[config.mk]
export PLATFORM = sky130hd
export DESIGN_NAME = dmux8way_buffered
export DESIGN_NICKNAME = d
export VERILOG_FILES = /design/src/rtl/dmux8way_buffered.sv
export SDC_FILE = /design/constraint.sdc
export NUM_CORES = 1
export LEC_CHECK = 0
export ABC_AREA = 1
export CORE_ASPECT_RATIO = 1.4
export CORE_MARGIN = 5
export CORE_UTILIZATION = 49
export CTS_CLUSTER_DIAMETER = 80
export DETAILED_ROUTE_END_ITERATION = 8
export GPL_ROUTABILITY_DRIVEN = 0
export PLACE_DENSITY_LB_ADDON = 0.15
export SETUP_SLACK_MARGIN = 0.4
export SYNTH_ARGS = -nofsm -noshare
export SYNTH_HDL_FRONTEND = slang
export SYNTH_SLANG_ARGS = --single-unit
[constraint.sdc]
create_clock -name clk -period 10 [get_ports clk]
set_input_delay 1 -clock clk [delete_from_list [all_inputs] [get_ports clk]]
set_output_delay 1 -clock clk [all_outputs]
set_load 0.01 [all_outputs]
[src/rtl/dmux8way_buffered.sv]
// dmux8way_buffered: registered 1-to-8 demultiplexer with one single-entry
// buffer per lane. A word accepted on the valid/ready input is steered by
// in_sel into one lane buffer. Each lane drains on its own valid/ready output.
// any_valid is the OR of the lane valids. occupancy is the number of full lanes.
//
// Optional feature: define DMUX8WAY_BCAST_EN to enable broadcast. With it,
// in_valid & in_bcast loads the word into all 8 lanes at once, and only when
// every lane can take it. Without it, in_bcast is ignored.

module dmux8way_buffered #(
   parameter int unsigned WIDTH = 1
) (
   input  logic               clk,
   input  logic               rst_n,
   input  logic [WIDTH-1:0]   in_data,
   input  logic [2:0]         in_sel,
   input  logic               in_bcast,
   input  logic               in_valid,
   output logic               in_ready,
   output logic [8*WIDTH-1:0] out_data,
   output logic [7:0]         out_valid,
   input  logic [7:0]         out_ready,
   output logic               any_valid,
   output logic [3:0]         occupancy
);

   // Lane state: a full flag and a data register per lane.
   logic [7:0]            full_q;
   logic [7:0]            full_d;
   logic [7:0][WIDTH-1:0] data_q;
   logic [7:0][WIDTH-1:0] data_d;
   logic [3:0]            occ_q;
   logic [3:0]            occ_d;

   logic [7:0] drain;
   logic [7:0] load;
   logic       lane_ok;
   logic       bcast_req;
   logic       xfer;

   // Count the set bits of a lane mask (result 0..8).
   function automatic logic [3:0] popcount8(input logic [7:0] v);
      logic [3:0] cnt;
      cnt = 4'd0;
      for (int i = 0; i < 8; i++) begin
         cnt = cnt + {3'b000, v[i]};
      end
      return cnt;
   endfunction

   // A lane drains when it holds data and its consumer is ready.
   assign drain = full_q & out_ready;

   // Selected lane can accept when empty or when it drains this same cycle.
   // This passes out_ready combinationally through to in_ready.
   assign lane_ok = ~full_q[in_sel] | out_ready[in_sel];

`ifdef DMUX8WAY_BCAST_EN
   logic all_ok;

   // Broadcast needs every lane free at once, so there is never a partial broadcast.
   assign all_ok    = &(~full_q | out_ready);
   assign bcast_req = in_valid & in_bcast;

   // Broadcast readiness overrides the per-lane view and ignores in_sel.
   always_comb begin
      in_ready = lane_ok;
      if (bcast_req) begin
         in_ready = all_ok;
      end
   end
`else
   logic unused_bcast;

   assign unused_bcast = in_bcast;
   assign bcast_req    = 1'b0;

   // Readiness depends only on the lane that in_sel addresses.
   always_comb begin
      in_ready = lane_ok;
   end
`endif

   assign xfer = in_valid & in_ready;

   // Decode which lanes take the incoming word this cycle.
   always_comb begin
      load = 8'h00;
      if (xfer) begin
         if (bcast_req) begin
            load = 8'hFF;
         end else begin
            load[in_sel] = 1'b1;
         end
      end
   end

   // Next lane state: a load wins over a drain, so drain+load stays full.
   always_comb begin
      full_d = load | (full_q & ~drain);
      data_d = data_q;
      for (int i = 0; i < 8; i++) begin
         if (load[i]) begin
            data_d[i] = in_data;
         end
      end
      occ_d = popcount8(full_d);
   end

   // Lane registers with asynchronous clear. Any held word is discarded on reset.
   always_ff @(posedge clk or negedge rst_n) begin
      if (!rst_n) begin
         full_q <= 8'h00;
         data_q <= '0;
         occ_q  <= 4'd0;
      end else begin
         full_q <= full_d;
         data_q <= data_d;
         occ_q  <= occ_d;
      end
   end

   assign out_valid = full_q;
   assign out_data  = data_q;
   assign occupancy = occ_q;
   assign any_valid = |full_q;

endmodule

==> qor_table.md <==
| Item | This run | Unit |
| --- | --- | --- |
| Number of buffers created by CTS | 3 | - |
| Later-pin clock latency in the skew report | 0.30 | ns |
| Biggest area contributors in the synthesized netlist | sky130_fd_sc_hd__dfrtp_1 41%, sky130_fd_sc_hd__nand2_1 15%, sky130_fd_sc_hd__nand4_1 6.7%, sky130_fd_sc_hd__fa_1 6.6%, sky130_fd_sc_hd__inv_1 5.2% | - |
| Capturing element type of the critical path | register | - |
| Share of post-route cells with drive strength above 1 | 6.522 | % |
| Via count of the first global-routing pass | 1207 | - |
| Period minus WS final | 5.122 | ns |
| Maximum number of pins on one net before global-route repair | 21 | - |
| Aggregate global-route resource usage | 18.64 | % |
| Worst Min Path Start | out_data[0]$_DFFE_PN0P_ | - |
| Final design area excluding fillers | 1602 | um^2 |
| Worst min-delay path category | reg -> reg | - |
| Number of endpoints with negative hold slack in the final report | 0 | - |
| Count of final max-slew check failures | 0 | - |
| Antenna diode count | 0 | - |
| Synth warn | 0 | - |
| Worst-case clock skew | 0.007206 | ns |
| Internal power | 0.0001725 | W |
| Detailed Place HPWL | 2232 | um |
| Congestion Overflow GR | 0 | - |
| Fraction of synthesis flops using an asynchronous set or reset pin | 100.0 | % |
| Residual antenna-violating net count after detailed routing | 0 | - |
| Total via count in the routed design | 1075 | - |
| Cells on worst reg2reg path | 15 | - |
| Setup Slack @ Placement | 4.544 | ns |
| Sw Pwr | 0.00006749 | W |
| Startpoint kind of the worst setup timing path | input port | - |
| Avg Vias per Cell | 4.931 | - |
| Number of synthesized flops with an enable pin | 0 | - |
| Leakage Power | 0.8155 | nW |
| Clock slew at reported path FFs | 0.12 | ns |
| Cts hold-fix bufs | 0 | - |
| Proportion of netlist area held by the largest area contributor | 41.15 | % |
| IR drop worst, VDD | 0.1036 | mV |
| # fillers | 207 | - |
| Global-route wire length before repair | 5050 | um |
| Core region area | 2391 | um^2 |
| Setup ws final | 4.878 | ns |
| Ports placed on the boundary | 38 | - |
| Worst max-slew margin expressed relative to the limit | 42.29 | % |
| Final worst path period share | 51.22 | % |
| RSZ-0062 raised after global routing | false | - |
| Final WL | 2817 | um |
| Syn avg cell area | 8.001 | um^2 |
| Pwr per Cell Area | 149.9 | nW/um^2 |
| Pin slew with the least headroom to its limit | 0.8629 | ns |
| Number of antenna violations at the first check in global routing | 0 | - |
| Worst setup startpoint | in_sel[0] | - |
| Sink Count | 20 | - |
| Worst hold slack across all endpoints | 0.4825 | ns |
| Worst EP required | 10.20 | ns |
| Crit path DAT | 5.32 | ns |
| Area enclosed by the die boundary | 3592 | um^2 |
| Number of setup violations in the final report | 0 | - |
| End of the worst register-to-register path | occupancy[2]$_DFF_PN0_ | - |
| WL per Instance | 12.92 | um |
| Layout net count | 208 | - |
| Cell variety after synth | 24 | - |
| Total Power | 0.0002400 | W |
| Commonest cells in the synthesized netlist | 50 x sky130_fd_sc_hd__nand2_1, 20 x sky130_fd_sc_hd__dfrtp_1, 17 x sky130_fd_sc_hd__inv_1 | - |
| Cell with the most instances after synthesis | sky130_fd_sc_hd__nand2_1 | - |
| Post-synthesis net count | 175 | - |
| Hold worst-path end | out_data[0]$_DFFE_PN0P_ | - |
| Placed cell areas | 1549 | um^2 |
| Area added between synthesis and finish | 31.69 | % |
| Site Rows | 21 | - |
| Die W | 52.11 | um |
| Part of the power in combinational logic | 31.3 | % |
| Number of buffers on the longest clock path | 2 | - |
| Clock tree from TritonCTS | built | - |
| Cell type contributing the most total cell area after synthesis | sky130_fd_sc_hd__dfrtp_1 | - |
| Flop-to-flop setup slack | 6.15 | ns |
| Seq/Total Area, Yosys | 41.15 | % |
| Buffers on Ports | 36 | - |
| Setup repair bufs after CTS | 0 | - |
| Timing-limited maximum frequency | 195.2 | MHz |
| Router iterations before antenna repair | 4 | - |
| Fraction of power consumed by sequential logic | 41.4 | % |
| Clock Power Share | 27.3 | % |
| Cells resized by post-CTS repair | 0 | - |
| Cell at the root of the clock tree | sky130_fd_sc_hd__clkbuf_4 | - |
| Most instantiated flip-flop cell in the synthesis netlist | sky130_fd_sc_hd__dfrtp_1 | - |
| Result of the run | finished, final reports clean | - |
| Number of instances in the synthesized netlist | 152 | - |
| Proportion of total power due to net switching | 28.12 | % |
| Reg-to-reg startpoint | out_valid[4]$_DFF_PN0_ | - |
| Initial standard-cell utilization of the core | 50.86 | % |
| DRC violations left | 0 | - |
| Deepest level of the CTS H-tree | 1 | - |
| Max FO, Critical Path | 17 | - |
| Hold Path Cell Cnt | 2 | - |
| Height of the die | 68.95 | um |
| Flop and latch count out of synthesis | 20 | - |
| Final TNS setup | 0 | ns |
| WS Path Type | in -> reg | - |
| DRC marker count from the first detailed-route iteration | 53 | - |
| Synth Cell Area | 1216 | um^2 |
| Max-cap viol count | 0 | - |
==> sequential cells by signal, summed over array words and instances (netlist names) <==
signal and flops:
out_data 8, out_valid 8, occupancy 4
==> cell type report <==
class	instances	area, um^2	share of cell area [%]
multi-input cells	103	564.3	35.23
flip-flops and latches	20	500.5	31.25
repair buffers	36	360.3	22.50
inverters	21	81.33	5.078
well taps	34	42.54	2.656
clock inverters	1	30.03	1.875
clock buffers	3	22.52	1.406
==> power groups by stage <==
stage | Sequential [W] | Combinational, W | Clock, W
6_report | 0.0000995 | 0.0000750 | 0.0000655
5_1_grt | 0.000101 | 0.0000852 | 0.0000711
4_1_cts | 0.0000997 | 0.0000764 | 0.0000674
3_5_place_dp | 0.000101 | 0.0000758 | 0
3_3_place_gp | 0.000101 | 0.0000745 | 0
2_1_floorplan | 0.000107 | 0.0000304 | 0
==> layout by cell type (no fill, tap or decap), drive strengths merged <==
master	instances
nand2	52
clkdlybuf4s50	36
inv	21
dfrtp	20
nand4	13
nand3	11
nor3	7
nor2	6
o21ai	5
fa	4
ha	3
clkbuf	3
xor2	1
nor4	1
bufinv	1
==> worst max-delay path by stage <==
| stage | endpoint | slack [ns] | depth (start not counted) |
|---|---|---|---|
| after floorplan | occupancy[2]$_DFF_PN0_ | 5.61 | 18 |
| after global placement | occupancy[2]$_DFF_PN0_ | 4.59 | 20 |
| after detailed placement | occupancy[2]$_DFF_PN0_ | 4.54 | 20 |
| after CTS | occupancy[2]$_DFF_PN0_ | 4.87 | 20 |
| after global routing | occupancy[2]$_DFF_PN0_ | 4.53 | 20 |
| final | occupancy[2]$_DFF_PN0_ | 4.88 | 20 |
==> layer usage <==
| layer | share of wire (%) | up-vias | GRT usage [%] |
|---|---|---|---|
| met5 | 0 | - | 0 |
| met4 | 0.82 | 0 | 7.541 |
| met3 | 7.2 | 2 | 3.656 |
| met2 | 51 | 36 | 33.02 |
| met1 | 41 | 490 | 21.84 |
| li1 | - | 547 | - |
==> stage by stage <==
step                      instances  util [%]
after floorplan                 152         -
after global placement          214     64.78
after detailed placement        214     64.78
after CTS                       218     66.98
after global routing            218     66.98
final                           218     66.98
==> logic make-up (layout without fill, tap and decap cells) <==
logic type	Yosys count	in the layout	synth area share, %
simple gates	90	90	33.95
buf+inv	29	61	12.45
flops	20	20	41.15
fa+ha+maj	7	7	9.671
compound gates	5	5	2.057
xor+xnor	1	1	0.7203
==> critical path: stages <==
cell                              delay (ns)
sky130_fd_sc_hd__clkdlybuf4s50_1        0.74
sky130_fd_sc_hd__inv_2                  0.20
sky130_fd_sc_hd__nand2_1                0.10
sky130_fd_sc_hd__nand2_1                0.05
sky130_fd_sc_hd__nand2_1                0.05
sky130_fd_sc_hd__nand2_1                0.06
sky130_fd_sc_hd__nand2_1                0.05
sky130_fd_sc_hd__nand2_1                0.07
sky130_fd_sc_hd__inv_2                  0.06
sky130_fd_sc_hd__nand2_4                0.11
sky130_fd_sc_hd__nand3_1                0.13
sky130_fd_sc_hd__o21ai_0                0.19
sky130_fd_sc_hd__fa_1                   0.57
sky130_fd_sc_hd__inv_1                  0.05
sky130_fd_sc_hd__fa_1                   0.50
sky130_fd_sc_hd__fa_1                   0.55
sky130_fd_sc_hd__inv_1                  0.04
sky130_fd_sc_hd__ha_1                   0.21
sky130_fd_sc_hd__fa_1                   0.38
sky130_fd_sc_hd__xor2_1                 0.17
Note: power is estimated with default switching activity, not from simulation.
